### config.mk
export PLATFORM = sky130hd
export DESIGN_NAME = rtc_bus_master
export DESIGN_NICKNAME = d
export VERILOG_FILES = /design/src/rtl/rtc_bus_master.sv
export SDC_FILE = /design/constraint.sdc
export NUM_CORES = 1
export LEC_CHECK = 0
export CAP_MARGIN = 10
export CORE_UTILIZATION = 50
export CTS_CLUSTER_DIAMETER = 100
export DETAILED_ROUTE_END_ITERATION = 12
export PLACE_DENSITY = 0.8
export SYNTH_ARGS = -nofsm -noshare
export SYNTH_HDL_FRONTEND = slang
export SYNTH_SLANG_ARGS = --single-unit
### constraint.sdc
create_clock -name reloj -period 2.5 [get_ports reloj]
set_input_delay 0.5 -clock reloj [delete_from_list [all_inputs] [get_ports reloj]]
set_output_delay 0.5 -clock reloj [all_outputs]
set_load 0.005 [all_outputs]
### src/rtl/rtc_bus_master.sv
// rtc_bus_master: master for the external RTC multiplexed address/data bus.
// Runs single user write/read transactions on request, otherwise auto-scans
// the time/date registers and streams each byte to the graphics path.
//
// Ports
//   reloj, resetM                 clock, asynchronous active-high reset
//   req, req_wr, req_addr,        user transaction request (sampled in IDLE)
//   req_data
//   scan_en                       allow auto-scan reads when no request
//   busy, done                    transaction in flight / user txn complete
//   rd_data                       last byte read
//   DIR_DATO, POSICION, READ      byte, scan index (F = user) and update strobe
//   ad_out, ad_oe, ad_in          pad drive value, pad enable, pad sample
//   CS_n, RD_n, WR_n, A_D         RTC control (A_D 0 = address, 1 = data)
module rtc_bus_master #(
    parameter int unsigned T_PHASE   = 4,
    parameter int unsigned T_GAP     = 2,
    parameter int unsigned N_SCAN    = 9,
    parameter logic [7:0]  SCAN_BASE = 8'h21
) (
    input  logic       reloj,
    input  logic       resetM,
    input  logic       req,
    input  logic       req_wr,
    input  logic [7:0] req_addr,
    input  logic [7:0] req_data,
    input  logic       scan_en,
    output logic       busy,
    output logic       done,
    output logic [7:0] rd_data,
    output logic [7:0] DIR_DATO,
    output logic [3:0] POSICION,
    output logic       READ,
    output logic [7:0] ad_out,
    output logic       ad_oe,
    input  logic [7:0] ad_in,
    output logic       CS_n,
    output logic       RD_n,
    output logic       WR_n,
    output logic       A_D
);

    localparam int unsigned CNT_W = 4;
    localparam logic [CNT_W-1:0] CNT_PHASE = CNT_W'(T_PHASE);
    localparam logic [CNT_W-1:0] CNT_GAP   = CNT_W'(T_GAP);
    localparam logic [3:0]       IDX_LAST  = 4'(N_SCAN - 1);

    typedef enum logic [2:0] {
        IDLE     = 3'd0,
        ADDR_ST  = 3'd1,
        ADDR_GAP = 3'd2,
        DATA_ST  = 3'd3,
        DATA_GAP = 3'd4
    } state_t;

    // Captured transaction: direction, address, write data and origin.
    typedef struct packed {
        logic       wr;
        logic [7:0] addr;
        logic [7:0] data;
        logic       scan;
    } txn_t;

    state_t           state;
    txn_t             txn;
    logic [CNT_W-1:0] cnt;
    logic [3:0]       scan_idx;
    logic [7:0]       rx_byte;
    logic [7:0]       start_addr_c;
    logic             start_c;

    // User request has priority over the scan for the next transaction.
    always_comb begin
        start_c      = req | scan_en;
        start_addr_c = req ? req_addr : (SCAN_BASE + {4'h0, scan_idx});
    end

    // Transaction sequencer; every bus/control output is registered here.
    always_ff @(posedge reloj or posedge resetM) begin
        if (resetM) begin
            state    <= IDLE;
            txn      <= '0;
            cnt      <= '0;
            scan_idx <= '0;
            rx_byte  <= '0;
            busy     <= 1'b0;
            done     <= 1'b0;
            READ     <= 1'b0;
            rd_data  <= '0;
            DIR_DATO <= '0;
            POSICION <= '0;
            ad_out   <= '0;
            ad_oe    <= 1'b0;
            CS_n     <= 1'b1;
            RD_n     <= 1'b1;
            WR_n     <= 1'b1;
            A_D      <= 1'b1;
        end else begin
            done <= 1'b0;
            READ <= 1'b0;
            case (state)
                IDLE: begin
                    if (start_c) begin
                        txn.wr   <= req & req_wr;
                        txn.addr <= start_addr_c;
                        txn.data <= req_data;
                        txn.scan <= ~req;
                        state    <= ADDR_ST;
                        cnt      <= CNT_PHASE;
                        busy     <= 1'b1;
                        CS_n     <= 1'b0;
                        WR_n     <= 1'b0;
                        A_D      <= 1'b0;
                        ad_oe    <= 1'b1;
                        ad_out   <= start_addr_c;
                    end
                end
                ADDR_ST: begin
                    if (cnt == CNT_W'(1)) begin
                        // Address stays driven through the gap as hold time.
                        state <= ADDR_GAP;
                        cnt   <= CNT_GAP;
                        CS_n  <= 1'b1;
                        WR_n  <= 1'b1;
                    end else begin
                        cnt <= cnt - CNT_W'(1);
                    end
                end
                ADDR_GAP: begin
                    if (cnt == CNT_W'(1)) begin
                        state <= DATA_ST;
                        cnt   <= CNT_PHASE;
                        CS_n  <= 1'b0;
                        A_D   <= 1'b1;
                        if (txn.wr) begin
                            WR_n   <= 1'b0;
                            ad_oe  <= 1'b1;
                            ad_out <= txn.data;
                        end else begin
                            RD_n  <= 1'b0;
                            ad_oe <= 1'b0;
                        end
                    end else begin
                        cnt <= cnt - CNT_W'(1);
                    end
                end
                DATA_ST: begin
                    if (cnt == CNT_W'(1)) begin
                        // Sample on the last strobe clock, before RD_n rises.
                        if (!txn.wr) begin
                            rx_byte <= ad_in;
                        end
                        state <= DATA_GAP;
                        cnt   <= CNT_GAP;
                        CS_n  <= 1'b1;
                        RD_n  <= 1'b1;
                        WR_n  <= 1'b1;
                        ad_oe <= 1'b0;
                    end else begin
                        cnt <= cnt - CNT_W'(1);
                    end
                end
                DATA_GAP: begin
                    if (cnt == CNT_W'(1)) begin
                        state <= IDLE;
                        busy  <= 1'b0;
                        done  <= ~txn.scan;
                        if (!txn.wr) begin
                            rd_data  <= rx_byte;
                            DIR_DATO <= rx_byte;
                            POSICION <= txn.scan ? scan_idx : 4'hF;
                            READ     <= 1'b1;
                        end
                        if (txn.scan) begin
                            scan_idx <= (scan_idx == IDX_LAST) ? 4'h0 : scan_idx + 4'h1;
                        end
                    end else begin
                        cnt <= cnt - CNT_W'(1);
                    end
                end
                default: begin
                    state <= IDLE;
                end
            endcase
        end
    end

    // Bus safety: never read and write strobes together, never drive during a read.
    a_no_dual_strobe: assert property (@(posedge reloj) disable iff (resetM) !(!RD_n && !WR_n));
    a_no_drive_on_read: assert property (@(posedge reloj) disable iff (resetM) !(ad_oe && !RD_n));

endmodule
# After elaboration in Yosys (flattened, before gate mapping)
# Index checks and enable logic that the tools add are counted.
[op_classes] n_bitwise=5 n_lt_le_gt_ge=0 n_reduce_logical=21 div=0 n_mul=0 n_addsub=3 muxes=39 n_eq_ne=15 shifts=0
[op_table] op="8-bit 2-to-1 mux" n=4
[op_table] op="4-bit 2-to-1 mux" n=6
[op_table] op="3-bit AND reduction" n=6
[op_table] op="2-bit != test (second input constant)" n=8
[op_table] op="4-bit case mux with 4 select lines" n=1
[op_table] op="8-bit case mux with 2 select lines" n=1
[op_table] op="4-bit AND reduction" n=4
[op_table] op="1-bit 2-to-1 mux" n=15
[op_table] op="3-bit 2-to-1 mux" n=5
[op_table] op="3-bit case mux with 5 select lines" n=1
[op_table] op="5-bit AND reduction" n=2
[op_table] op="1-bit case mux with 3 select lines" n=3
[op_table] op="6-bit by 4-bit adder with 7-bit output (first input constant)" n=1
[op_table] op="3-bit by 2-bit equality test with 1-bit output (second input constant)" n=2
[op_table] op="1-bit case mux with 2 select lines" n=3
[op_table] op="2-bit nonzero test" n=3
[op_table] op="3-bit nonzero test" n=2
[op_table] op="4-bit by 1-bit adder with 4-bit output (second input constant)" n=1
[op_table] op="4-bit by 1-bit equality test with 1-bit output (second input constant)" n=1
[op_table] op="4-bit equality test (second input constant)" n=1
[op_table] op="4-bit nonzero test" n=1
[op_table] op="4-bit by 1-bit subtractor with 4-bit output (second input constant)" n=1
[op_table] op="3-bit by 1-bit equality test with 1-bit output (second input constant)" n=1
[op_table] op="3-bit equality test (second input constant)" n=1
[op_table] op="other kinds (7)" n=9
[totals] romBits=0 n_memories=0 reg_bits=57 ramBits=0 word_cells=101 inputBits=29 out_inout_bits=36 latch_bits=0

# Logic depth before layout (Yosys ltp)
[depth] depth_word=4 mapped_depth=8 depth_no_buf=6

# Worst setup path after synthesis
# OpenSTA, ideal clock, no wires.
[synth_timing] kind="register to register" start="register cnt[1]" end="register DIR_DATO[2]" n_path_buf=2 setup_slack_ps=758 synth_period_minus_slack_ps=1742 stages_incl_launch_ff=8 arrival_ps=1614 setup_time_ps=127 required_ps=2373 path_cell_list="dfrtp_1 inv_1 ha_1 nor3b_2 and4_1 buf_4 buf_4 mux2_1"
[synth_via] elab_chain_len=2
[synth_rtl] element="start: declaration" line="66" source="logic [CNT_W-1:0] cnt;"
[synth_rtl] element="start signal: assignment" line="126" source="cnt <= cnt - CNT_W'(1);"
[synth_rtl] element="start signal: assignment" line="144" source="cnt <= cnt - CNT_W'(1);"
[synth_rtl] element="start signal: assignment" line="160" source="cnt <= cnt - CNT_W'(1);"
[synth_rtl] element="4-bit by 1-bit equality test with 1-bit output" line="164" source="if (cnt == CNT_W'(1)) begin"
[synth_rtl] element="3-bit AND reduction (no line)"
[synth_rtl] element="end signal: assignment" line="170" source="DIR_DATO <= rx_byte;"
[synth_rtl] element="end: declaration" line="31" source="output logic [7:0] DIR_DATO,"
# No other way between the ends.
# A chain may end at the register's enable or synchronous reset.

# Worst setup path after layout
[layout_timing] start="register cnt[1]" end="register DIR_DATO[3]"
# Same word-level chain as after synthesis.

==> qor.yml <==
ys.flop_type: "dfrtp_1"
worst_slew_pin_slew_ps: 540
min_period_over_period_pct: 84.5
power_frac_seq_pct: 43.9
wirelength_mm: 5.80
tritoncts: "done"
antenna_found_initial: 0
drv_slew: 0
netlist_instances: 250
n_fill_cell: 400
crit_arrival_ps: 2330
firstDrtPassIters: 4
critPathMaxStageDelay_ps: 530
clock_path_buffers: 2
wl_per_cell_um: 14.9
cp.required_ps: 2720
grt_max_degree: 58
placedCellCount: 374
cp_cell_sequence: "inv_1 > ha_1 > nor3b_2 > and4_1 > mux2_2"
remaining_drc_errors: 0
maxCapViolCount: 0
die_h_um: 76.6
fin_skew_ps: 7.60
final_cell_mix: "64 x clkdlybuf4s50_1, 53 x dfrtp_1, 32 x mux2_2"
fp.dieW_um: 76.6
fmax_mhz: 473
htreeDepth: 3
vias_per_cell: 5.40
postCtsSetupBuffers: 0
ant_nets: 0
grt_usage_pct: 22.1
clock-root-buffer: "clkbuf_8"
async_reset_ff_share_pct: 100
powerDensity_nw_per_um2: 944
diodes: 0
path_max_fanout: 9
yosysUniqueCellTypes: 49
leakagePower_uw: 0.00154
gp_congestion: 0.790
start_util_pct: 53.1
port_buffers: 64
cts_resized: 0
hpwl_mm: 4.10
fin_crit_ps: 2110
startpoint_type: "register"
synth_seq_cells: 57
path_class: "register to register"
switching_share_pct: 31.2
rows: 26
nNetsFinal: 348
io_pins: 65
netlist_area_um2: 2780
syn_area_per_cell_um2: 11.1
numCtsBuffers: 9
layout_commonest_cell: "clkdlybuf4s50_1"
vdd_drop_max_v: 0.000507
hold_viol_final: 0
syn_to_final_growth_pct: 31.3
dieArea_um2: 5860
grt_pass1_vias: 2090
end_kind: "register"
clk_pin_slew_worst_paths_ps: 60
vias: 2106
ys_seq_area_share_pct: 51.5
p_switching_uw: 1070
pwr-share-clk_pct: 21.9
drive_gt1_share_pct: 22.8
hold_path_class: "register to register"
drt_iter0_drc: 105
utilization_pct: 69.7
synth_edf_count: 0
clkLatencyLatePin_ps: 330
crit_slowest_cell: "and4_1"
p_int_uw: 2370
grt_overflow: 0
setup_viol: 0
fin_cells: 390
comb_power_share_pct: 34.2
synthesis.nets: 283
core_area_um2: 5240
slew-limit-headroom_pct: 64.0
fin_tns_setup_ps: 0
postCtsHoldBufs: 0
status: "finished, final reports clean"
rsz0062_at_grt: "no"
grt_pass1_wl_mm: 9.96
clkSinkCount: 57
ys_warn_count: 0
-- power groups by stage --
stage | Combinational, uW | Clock, uW | Sequential (uW)
2_1_floorplan | 744 | 0 | 1450
3_3_place_gp | 1140 | 0 | 1500
3_5_place_dp | 1180 | 0 | 1520
4_1_cts | 1190 | 771 | 1510
5_1_grt | 1290 | 804 | 1550
6_report | 1180 | 755 | 1510
-- per-layer routing --
layer	routed length [um]	global-route usage, %	vias up
met4	158	12.5	0
met1	2740	31.1	1005
met5	0	0	-
li1	-	-	998
met3	310	4.19	15
met2	2590	32.0	88
-- flip-flops by register name, indices dropped and copies added, names as in the netlist, 3 cells and up --
register / flops
ad_out: 8
scan_idx: 4
state: 3
DIR_DATO: 8
txn: 10
rx_byte: 8
cnt: 4
POSICION: 4
-- critical path: cells and delay by family (launching register included) --
family	cells	cell delay, ps
adders and majority gates	1	190
buffers and inverters	1	100
DFF	1	390
muxes	1	390
and+or+nand+nor	2	930
-- cell usage after synthesis (2+ instances only) --
library cell  instances  area share [%]
a21o_1                3            0.81
a21oi_1               9             1.6
a31oi_1               5             1.1
buf_2                 2            0.36
buf_4                12             3.2
clkbuf_1              6            0.81
dfrtp_1              53              48
dfstp_2               4             3.8
ha_1                  4             1.8
inv_1                11             1.5
mux2_2               32              13
mux2i_1               4             1.4
nand2_1              25             3.4
nand2b_1              2            0.45
nand3_1               6             1.1
nand4_1               2            0.45
nor2_1               15             2.0
nor2b_1               2            0.45
nor3_1                2            0.36
nor3_2                2            0.72
nor3b_2               2            0.90
o21ai_0              17             3.1
o31ai_1               2            0.54
xor2_1                3            0.95
-- worst paths after layout --
kind                                    start                       to  slack (ps)  depth (start not counted)
setup / recovery           cnt[1]$_DFFE_PP0P_  DIR_DATO[3]$_DFFE_PP0P_         390                          5
hold / removal               RD_n$_DFFE_PP1P_         RD_n$_DFFE_PP1P_         460                          2
setup reg to reg           cnt[1]$_DFFE_PP0P_  DIR_DATO[3]$_DFFE_PP0P_         390                          5
hold reg to reg              RD_n$_DFFE_PP1P_         RD_n$_DFFE_PP1P_         460                          2
max in group asynchronous              resetM          A_D$_DFFE_PP1P_        1660                          3
min in group asynchronous              resetM  POSICION[0]$_DFFE_PP0P_         550                          3
-- logic make-up after synthesis --
kind of cell               count (synthesis)  synth area share (%)
xor gates and xnor gates                   3                 0.946
AOI/OAI and AO/OA                         48                  10.9
and+or+nand+nor                           69                  14.0
DFF                                       57                  51.5
muxes                                     37                  14.8
buffers and inverters                     32                  6.03
adders and majority gates                  4                  1.80
-- area by class of cell --
class,count,area (um2),share of cell area (%)
inverter,11,41.3,1.13
multi-input combinational,161,1180,32.3
clock inverter,3,15.0,0.411
tap,70,87.6,2.40
timing repair buffer,75,736,20.2
sequential,57,1430,39.2
clock buffer,13,159,4.35
-- metrics by stage --
step                hold slack (ps)  instance area (um2)  worst slack (ps)  power (uW)
floorplan                       448                 2780               607        2190
global placement                449                 3480               377        2650
detailed placement              451                 3480               287        2700
CTS                             461                 3650               395        3470
global route                    468                 3650               271        3650
finish                          457                 3650               386        3450
Power figures use the tool's default switching activity.
==> RTL edit, RTL diff (same flow settings) <==
Put one more register stage on the output `ad_out`, without a reset. The value now appears one clock later. The other outputs are not delayed to match.
--- a/src/rtl/rtc_bus_master.sv
+++ b/src/rtl/rtc_bus_master.sv
@@ -63,2 +63,4 @@
 
+    logic [7:0] ad_s0;
+
     state_t           state;
@@ -91,3 +93,3 @@
             POSICION <= '0;
-            ad_out   <= '0;
+            ad_s0    <= '0;
             ad_oe    <= 1'b0;
@@ -114,3 +116,3 @@
                         ad_oe    <= 1'b1;
-                        ad_out   <= start_addr_c;
+                        ad_s0    <= start_addr_c;
                     end
@@ -137,3 +139,3 @@
                             ad_oe  <= 1'b1;
-                            ad_out <= txn.data;
+                            ad_s0 <= txn.data;
                         end else begin
@@ -191,2 +193,6 @@
 
+    always_ff @(posedge reloj) begin
+        ad_out <= ad_s0;
+    end
+
 endmodule
Behaviour: not the same (a bounded check fails within 4 cycles, from zero or initial values and one cycle with resetM high).
==> RTL edit against the unedited design <==
Power rose by 12%; clock skew barely moved; sequential cell count rose by 8; count of clock-buffer cells in the layout fell by 4; die area rose by 6.4%; worst setup slack improved by 58 ps; cell area rose by 5.8%; maximum frequency rose by 2.8%; global-route usage fell by 0.48 points; routed wire length rose by 3.9%; area after synthesis rose by 6.6%; largest power group unchanged; highest routed layer unchanged.
==> RTL edit: results (changes against the unedited design) <==
* Outcome: finished, final reports clean
* Max stage delay on crit path at 580 ps (+50 ps)
* 1st-iter DRT viols at 76 (-28%)
* Reg2Reg Setup Slack at 440 ps (+60 ps)
* Clock skew at 7.68 ps (+0.0763 ps)
* Adder-cell share of the synthesized area at 2.03% (+0.23 points)
* Multiplexer area fraction after synthesis at 11.9% (-2.9 points)
* Worst-margin pin slew at 551 ps (+10.9 ps)
* Post-synthesis xor/xnor area fraction at 1.18% (+0.24 points)
* Share of cells above drive strength 1 at 18.9% (-3.9 points)
* Max VDD drop at 0.622 mV (+23%)
* Post-synthesis compound-gate area fraction at 12.1% (+1.2 points)
* Post-synth top cells: dfrtp_1 (53), nand2_1 (29), nor2_1 (20), o21ai_0 (20)
* Synth area leaders: dfrtp_1 (45%), mux2_2 (6.8%), dfxtp_1 (5.4%)
* DRT Pass-1 Iters at 6 (+2)
* Async S/R FF share, synth at 87.7% (-12 points)
* RePlAce Congestion at 0.871 (+10%)
* CP max stage cell: dfrtp_1
* Cell variety after synth at 48 (-2.0%)
* Via density at 5.35 (-0.87%)
* Post-DP HPWL at 4240 um (+3.4%)
* Post-synthesis sequential area ratio at 53.7% (+2.2 points)
* Syn Nets at 305 (+7.8%)
* P_leak at 1.64 nW (+6.5%)
* GR Util met1 at 30.0% (-1.1 points)
* Hold slack at 369 ps (-87.8 ps)
* GRT Util Overall at 21.6% (-0.48 points)
* Met3 Usage GRT at 7.01% (+2.8 points)
* First-pass GRT wire length at 10100 um (+1.3%)
* Critical Path AT at 2280 ps (-50 ps)
RTL edit: cell types whose count changed after synthesis, sizes merged, moves of 3 or more:
cell / before / now
o21ai: 17 / 20
nor2: 15 / 20
nand2: 25 / 29
mux2: 33 / 26
a21oi: 10 / 18
clkbuf: 6 / 10
a211oi: 0 / 3
dfxtp: 0 / 8
a21o: 3 / 0
RTL edit: path summary, 6_finish.rpt:
path	start	endpoint	depth (start not counted)
setup / recovery	state[2]	rx_byte[1]	4
hold / removal	ad_s0[6]	ad_out[6]	0
setup reg to reg	state[2]	rx_byte[1]	4
hold reg to reg	ad_s0[6]	ad_out[6]	0
max in group asynchronous	resetM	WR_n	3
min in group asynchronous	resetM	DIR_DATO[5]	3
RTL edit: through the flow:
step	area (um2)	power [mW]	utilization [%]	cells	worst slack [ps]
after floorplan	2960	2.43	-	272	607
after global placement	3640	2.86	65.0	395	359
after detailed placement	3640	2.91	65.0	395	313
after CTS	3860	3.90	68.9	411	432
after global routing	3860	4.12	68.9	411	243
final	3860	3.86	68.9	411	445
RTL edit: metal layers:
| layer | part of all wire, % | routed length (um) | vias to the layer above |
|---|---|---|---|
| li1 | - | - | 1064 |
| met1 | 46 | 2780 | 1054 |
| met2 | 46 | 2760 | 73 |
| met3 | 6.6 | 398 | 9 |
| met4 | 1.4 | 87 | 0 |
| met5 | 0 | 0 | - |
RTL edit: report_power, final:
group | leakage [nW] | internal (mW) | switching [mW]
sequential | 0.740 | 1.43 | 0.253
clock | 0.106 | 0.560 | 0.405
combinational | 0.797 | 0.699 | 0.513
RTL edit: area by class of cell:
type,count,share of cell area (%)
repair buffers,74,18.9
flip-flops and latches,65,41.2
inverters,13,1.26
well taps,72,2.33
clock buffers,9,3.21
multi-input cells,171,30.7
clock inverters,7,2.43
